### src/rtl/hazard_detection_id.sv
// ID-stage hazard detection: load-use / no-forward RAW bubbles, memory-wait freeze,
// branch flush, and saturating stall/bubble performance counters.
module hazard_detection_id #(
  parameter int unsigned REG_ADDR_W  = 4,
  parameter int unsigned MEM_TIMEOUT = 64,
  parameter int unsigned CNT_W       = 16
) (
  input  logic                  clk,
  input  logic                  rst,
  input  logic [REG_ADDR_W-1:0] src1_ID,
  input  logic [REG_ADDR_W-1:0] src2_ID,
  input  logic                  src1_vld_ID,
  input  logic                  src2_vld_ID,
  input  logic [REG_ADDR_W-1:0] dest_EXE,
  input  logic                  WB_EN_EXE,
  input  logic                  MEM_R_EN_EXE,
  input  logic [REG_ADDR_W-1:0] dest_MEM,
  input  logic                  WB_EN_MEM,
  input  logic                  forward_en,
  input  logic                  branch_taken_EXE,
  input  logic                  mem_req_MEM,
  input  logic                  mem_ready,
  output logic                  freeze_front,
  output logic                  bubble_EXE,
  output logic                  freeze_all,
  output logic                  flush_IF_ID,
  output logic                  mem_timeout,
  output logic [CNT_W-1:0]      stall_cnt,
  output logic [CNT_W-1:0]      bubble_cnt
);

  localparam int unsigned WaitW = (MEM_TIMEOUT > 1) ? $clog2(MEM_TIMEOUT) : 1;
  localparam logic [WaitW-1:0] WaitLast = WaitW'(MEM_TIMEOUT - 1);
  localparam logic [CNT_W-1:0] CntMax = '1;

  typedef enum logic [0:0] {StIdle, StMemWait} state_e;

  state_e           state_q, state_d;
  logic [WaitW-1:0] wait_cnt_q, wait_cnt_d;
  logic             mem_timeout_q, mem_timeout_d;
  logic [CNT_W-1:0] stall_cnt_q, stall_cnt_d;
  logic [CNT_W-1:0] bubble_cnt_q, bubble_cnt_d;

  logic hit_exe, hit_mem, load_use, raw_nofwd, data_stall, timeout_now;

  always_comb begin
    hit_exe    = (src1_vld_ID && (src1_ID == dest_EXE)) || (src2_vld_ID && (src2_ID == dest_EXE));
    hit_mem    = (src1_vld_ID && (src1_ID == dest_MEM)) || (src2_vld_ID && (src2_ID == dest_MEM));
    load_use   = WB_EN_EXE && MEM_R_EN_EXE && hit_exe;
    raw_nofwd  = !forward_en && ((WB_EN_EXE && hit_exe) || (WB_EN_MEM && hit_mem));
    data_stall = load_use || raw_nofwd;
    timeout_now = (state_q == StMemWait) && !mem_ready && (wait_cnt_q == WaitLast);
  end

  always_comb begin
    state_d       = state_q;
    wait_cnt_d    = wait_cnt_q;
    mem_timeout_d = mem_timeout_q;
    unique case (state_q)
      StIdle: begin
        if (mem_req_MEM && !mem_ready) begin
          state_d    = StMemWait;
          wait_cnt_d = '0;
        end
      end
      StMemWait: begin
        if (mem_ready) begin
          state_d    = StIdle;
          wait_cnt_d = '0;
        end else if (timeout_now) begin
          // Abort: release the pipeline and flag the lost access.
          state_d       = StIdle;
          wait_cnt_d    = '0;
          mem_timeout_d = 1'b1;
        end else begin
          wait_cnt_d = wait_cnt_q + 1'b1;
        end
      end
      default: state_d = StIdle;
    endcase
    if (rst) begin
      state_d       = StIdle;
      wait_cnt_d    = '0;
      mem_timeout_d = 1'b0;
    end
  end

  always_comb begin
    freeze_all   = 1'b0;
    flush_IF_ID  = 1'b0;
    bubble_EXE   = 1'b0;
    freeze_front = 1'b0;
    if (!rst) begin
      freeze_all = ((state_q == StIdle) && mem_req_MEM && !mem_ready) ||
                   ((state_q == StMemWait) && !mem_ready && !timeout_now);
      if (!freeze_all) begin
        if (branch_taken_EXE) begin
          flush_IF_ID = 1'b1;
          bubble_EXE  = 1'b1;
        end else if (data_stall) begin
          freeze_front = 1'b1;
          bubble_EXE   = 1'b1;
        end
      end
    end
  end

  always_comb begin
    stall_cnt_d  = stall_cnt_q;
    bubble_cnt_d = bubble_cnt_q;
    if ((freeze_all || freeze_front) && (stall_cnt_q != CntMax)) begin
      stall_cnt_d = stall_cnt_q + 1'b1;
    end
    if (bubble_EXE && (bubble_cnt_q != CntMax)) begin
      bubble_cnt_d = bubble_cnt_q + 1'b1;
    end
    if (rst) begin
      stall_cnt_d  = '0;
      bubble_cnt_d = '0;
    end
  end

  always_ff @(posedge clk) begin
    state_q       <= state_d;
    wait_cnt_q    <= wait_cnt_d;
    mem_timeout_q <= mem_timeout_d;
    stall_cnt_q   <= stall_cnt_d;
    bubble_cnt_q  <= bubble_cnt_d;
  end

  assign mem_timeout = mem_timeout_q;
  assign stall_cnt   = stall_cnt_q;
  assign bubble_cnt  = bubble_cnt_q;

endmodule

### config.mk
export PLATFORM = sky130hd
export DESIGN_NAME = hazard_detection_id
export DESIGN_NICKNAME = d
export VERILOG_FILES = /design/src/rtl/hazard_detection_id.sv
export SDC_FILE = /design/constraint.sdc
export NUM_CORES = 1
export LEC_CHECK = 0
export CAP_MARGIN = 15
export CORE_ASPECT_RATIO = 1.5
export CORE_UTILIZATION = 46
export CTS_BUF_LIST = sky130_fd_sc_hd__clkbuf_4
export CTS_CLUSTER_DIAMETER = 60
export CTS_CLUSTER_SIZE = 25
export DETAILED_ROUTE_END_ITERATION = 7
export HOLD_SLACK_MARGIN = 0.06
export PLACE_DENSITY_LB_ADDON = 0.05
export REMOVE_ABC_BUFFERS = 1
export SYNTH_ARGS = -nofsm -noshare
export SYNTH_HDL_FRONTEND = slang
export SYNTH_SLANG_ARGS = --single-unit
### constraint.sdc
create_clock -name clk -period 4.02 [get_ports clk]
set_input_delay 0.603 -clock clk [delete_from_list [all_inputs] [get_ports clk]]
set_output_delay 0.603 -clock clk [all_outputs]
set_load 0.01 [all_outputs]
==> summary.json <==
{
  "clocking": {
    "clkLatencyLatePin_ns": 0.36,
    "cts-root-to-sink-buffers": 2,
    "cts_num_sinks": 40,
    "ctsRootBufferMaster": "sky130_fd_sc_hd__clkbuf_4",
    "cts.reportedPaths.clkPinSlew_ns": 0.12,
    "cts_made_buffers": 5,
    "cts_htree_levels": 2,
    "cts_tree": "yes",
    "cts_setup_buffers": 0,
    "postCtsResizedCells": 0,
    "cts.hold.buffers_added": 0
  },
  "synthesis": {
    "synth_simple_gate_area_share_pct": 28.7,
    "synth_top_cells_by_area": "sky130_fd_sc_hd__dfxtp_1, sky130_fd_sc_hd__xnor2_1, sky130_fd_sc_hd__xor2_1",
    "average_cell_area_after_synthesis_sq_um": 8.40,
    "synth_top_family_by_area": "simple AND/OR/NAND/NOR gates",
    "synthesized_area_fraction_occupied_by_adder_cells_pct": 1.72,
    "netlist_instances": 260,
    "synthesis.yosys.warnings": 0,
    "synthDominantCellAreaShare_pct": 36.7,
    "synth.cells.most_frequent": "sky130_fd_sc_hd__dfxtp_1, sky130_fd_sc_hd__nor2_1, sky130_fd_sc_hd__nand2_1, sky130_fd_sc_hd__xnor2_1, sky130_fd_sc_hd__nand3_1",
    "ys.flop_type": "sky130_fd_sc_hd__dfxtp_1",
    "ys_types": 41,
    "synth.area.mux_share_pct": 2.75,
    "synth_area_leader_cell": "sky130_fd_sc_hd__dfxtp_1",
    "synth-compound-area-share_pct": 12.8,
    "flops_latches_synth": 40,
    "yosysSeqAreaShare_pct": 36.7,
    "post_synthesis_share_of_cell_area_spent_on_xor_and_xnor_gates_pct": 14.0,
    "synth-async-reset-ratio_pct": 0,
    "yosys.cell_count.top_type": "sky130_fd_sc_hd__dfxtp_1",
    "synthesis.area_sq_mm": 0.00218,
    "synth-edff-count": 0
  },
  "grt": {
    "track_usage_pct": 21.1,
    "grt-ovfl-total": 0,
    "grt_pass1_vias": 1949,
    "antenna_found_initial": 0,
    "grt_pass1_wl_microns": 8340,
    "grt_start_max_net_pins": 24
  },
  "setup_path": {
    "cp.required_ns": 3.42,
    "criticalPathCategory": "in -> out",
    "critical_path_sink_type": "output port",
    "worstPathMaxFanout": 3,
    "reg2reg_setup_slack_ns": 1.63,
    "startpoint_type": "input port",
    "crit_arrival_ns": 2.69
  },
  "floorplanning": {
    "die_area_sq_mm": 0.00503,
    "initial_utilization_pct": 48.1,
    "die_height_microns": 86.4,
    "ioPinCount": 64,
    "design.core.area_sq_mm": 0.00454,
    "core.rowCount": 30,
    "dieWidth_microns": 58.3
  },
  "sta": {
    "timing.final.setup_violations": 0,
    "highest_clock_frequency_the_design_can_meet_mhz": 304,
    "final-max-slew-violation-count": 0,
    "max_slew.worst_pin.slew_ns": 0.582,
    "finalHoldViolations": 0,
    "rsz0062_at_grt": "no",
    "finalClockSkew_ns": 0.0132,
    "final.min_clock_period_ns": 3.29,
    "post-route-period-util_pct": 82.0,
    "setup_tns_ns": 0,
    "timing.slew.headroom_pct": 61.1
  },
  "status": {
    "status": "finished, final reports clean"
  },
  "placement": {
    "gp_routability_congestion": 0.764,
    "placed_cells_incl_taps": 380,
    "dp_hpwl_microns": 3740,
    "port_buffers": 63
  },
  "detailed_routing": {
    "top_signal_layer_used": "met4",
    "postRouteAntennaNets": 0,
    "wl_met2_microns": 2600,
    "detail_route.iter0.violations": 66,
    "route.final.wire_length_microns": 5000,
    "met1_length_microns": 2050,
    "avgViaCountPerCell": 5.33,
    "dr_wl_met3_microns": 155,
    "vias": 2069,
    "wl_per_cell_microns": 12.9,
    "first_pass_iters": 4,
    "drc_errors": 0
  },
  "pwr": {
    "total_power_mw": 0.774,
    "static-leakage-power_nw": 1.07,
    "power_density_over_the_cells_mw_per_mm2": 263,
    "vdd_drop_max_uv": 178
  },
  "finish": {
    "drive_above_1_share_pct": 7.10,
    "layoutNonFillerInstCount": 388,
    "antenna-diode-count": 0,
    "nNetsFinal": 353,
    "finalCoreUtilization_pct": 64.9,
    "areaGrowthSynthToFinish_pct": 35.0
  },
  "hold_path": {
    "hp-class": "reg -> reg"
  },
  "run": {
    "drv_cap": 0
  }
}
[metrics by stage]
| step | hold WS, ns | worst slack, ns | cell area (sq um) |
|---|---|---|---|
| 6_report | 0.485 | 0.725 | 2950 |
| 5_1_grt | 0.519 | 0.566 | 2950 |
| 4_1_cts | 0.495 | 0.728 | 2950 |
| 3_5_place_dp | 0.467 | 0.734 | 2870 |
| 3_3_place_gp | 0.454 | 0.765 | 2870 |
| 2_1_floorplan | 0.480 | 1.28 | 2130 |
[placed cells by master (no fill, tap or decap), types with 7 or more instances in the layout]
cell	Yosys	layout
sky130_fd_sc_hd__xor2_1	13	13
sky130_fd_sc_hd__dfxtp_1	40	40
sky130_fd_sc_hd__and3_1	11	11
sky130_fd_sc_hd__nand2_1	22	22
sky130_fd_sc_hd__nor3_1	13	13
sky130_fd_sc_hd__nand3_1	21	21
sky130_fd_sc_hd__a21oi_1	7	7
sky130_fd_sc_hd__nor2_1	29	29
sky130_fd_sc_hd__xnor2_1	22	22
sky130_fd_sc_hd__clkdlybuf4s50_1	0	63
[critical path: stages]
cell	delay, ns
sky130_fd_sc_hd__clkdlybuf4s50_1	0.45
sky130_fd_sc_hd__xor2_1	0.18
sky130_fd_sc_hd__nor3_1	0.22
sky130_fd_sc_hd__nand4_1	0.11
sky130_fd_sc_hd__o21ai_0	0.16
sky130_fd_sc_hd__o21a_1	0.24
sky130_fd_sc_hd__and2_1	0.17
sky130_fd_sc_hd__clkdlybuf4s50_1	0.56
[cell type report]
cell class,count,area [sq um]
clock buffer,5,37.5
clock inverter,3,42.5
fill,431,1590
inverter,6,22.5
multi-input combinational,204,1310
sequential,40,801
tap,64,80.1
timing repair buffer,66,653
[registers in the layout, indices dropped and copies added, names as in the netlist]
name / count
bubble_cnt: 16
state_q: 1
stall_cnt: 16
wait_cnt_q: 6
mem_timeout: 1
[power breakdown]
group / internal (mW) / total, mW / switching (mW)
Combinational: 0.0525 / 0.0985 / 0.0459
Sequential: 0.400 / 0.404 / 0.00454
Clock: 0.130 / 0.271 / 0.141
[logic make-up (layout without fill, tap and decap cells)]
family | count (synthesis) | in the layout
DFF | 40 | 40
muxes | 6 | 6
adders and majority gates | 3 | 3
AOI/OAI and AO/OA | 36 | 36
buffers and inverters | 16 | 80
xor gates and xnor gates | 35 | 35
and+or+nand+nor | 124 | 124
[worst paths after layout]
path            startpoint       endpoint  cells after the start
max reg2reg  wait_cnt_q[0]  bubble_cnt[4]                     10
max             src1_ID[1]   freeze_front                      8
min            mem_timeout    mem_timeout                      2
min reg2reg    mem_timeout    mem_timeout                      2
[per-layer routing]
layer  global-route usage [%]  vias up
met5                        0        -
met4                     9.96        0
met3                     4.03       14
met2                     38.6       51
met1                     22.8      960
li1                         -     1044
Power figures use the tool's default switching activity.
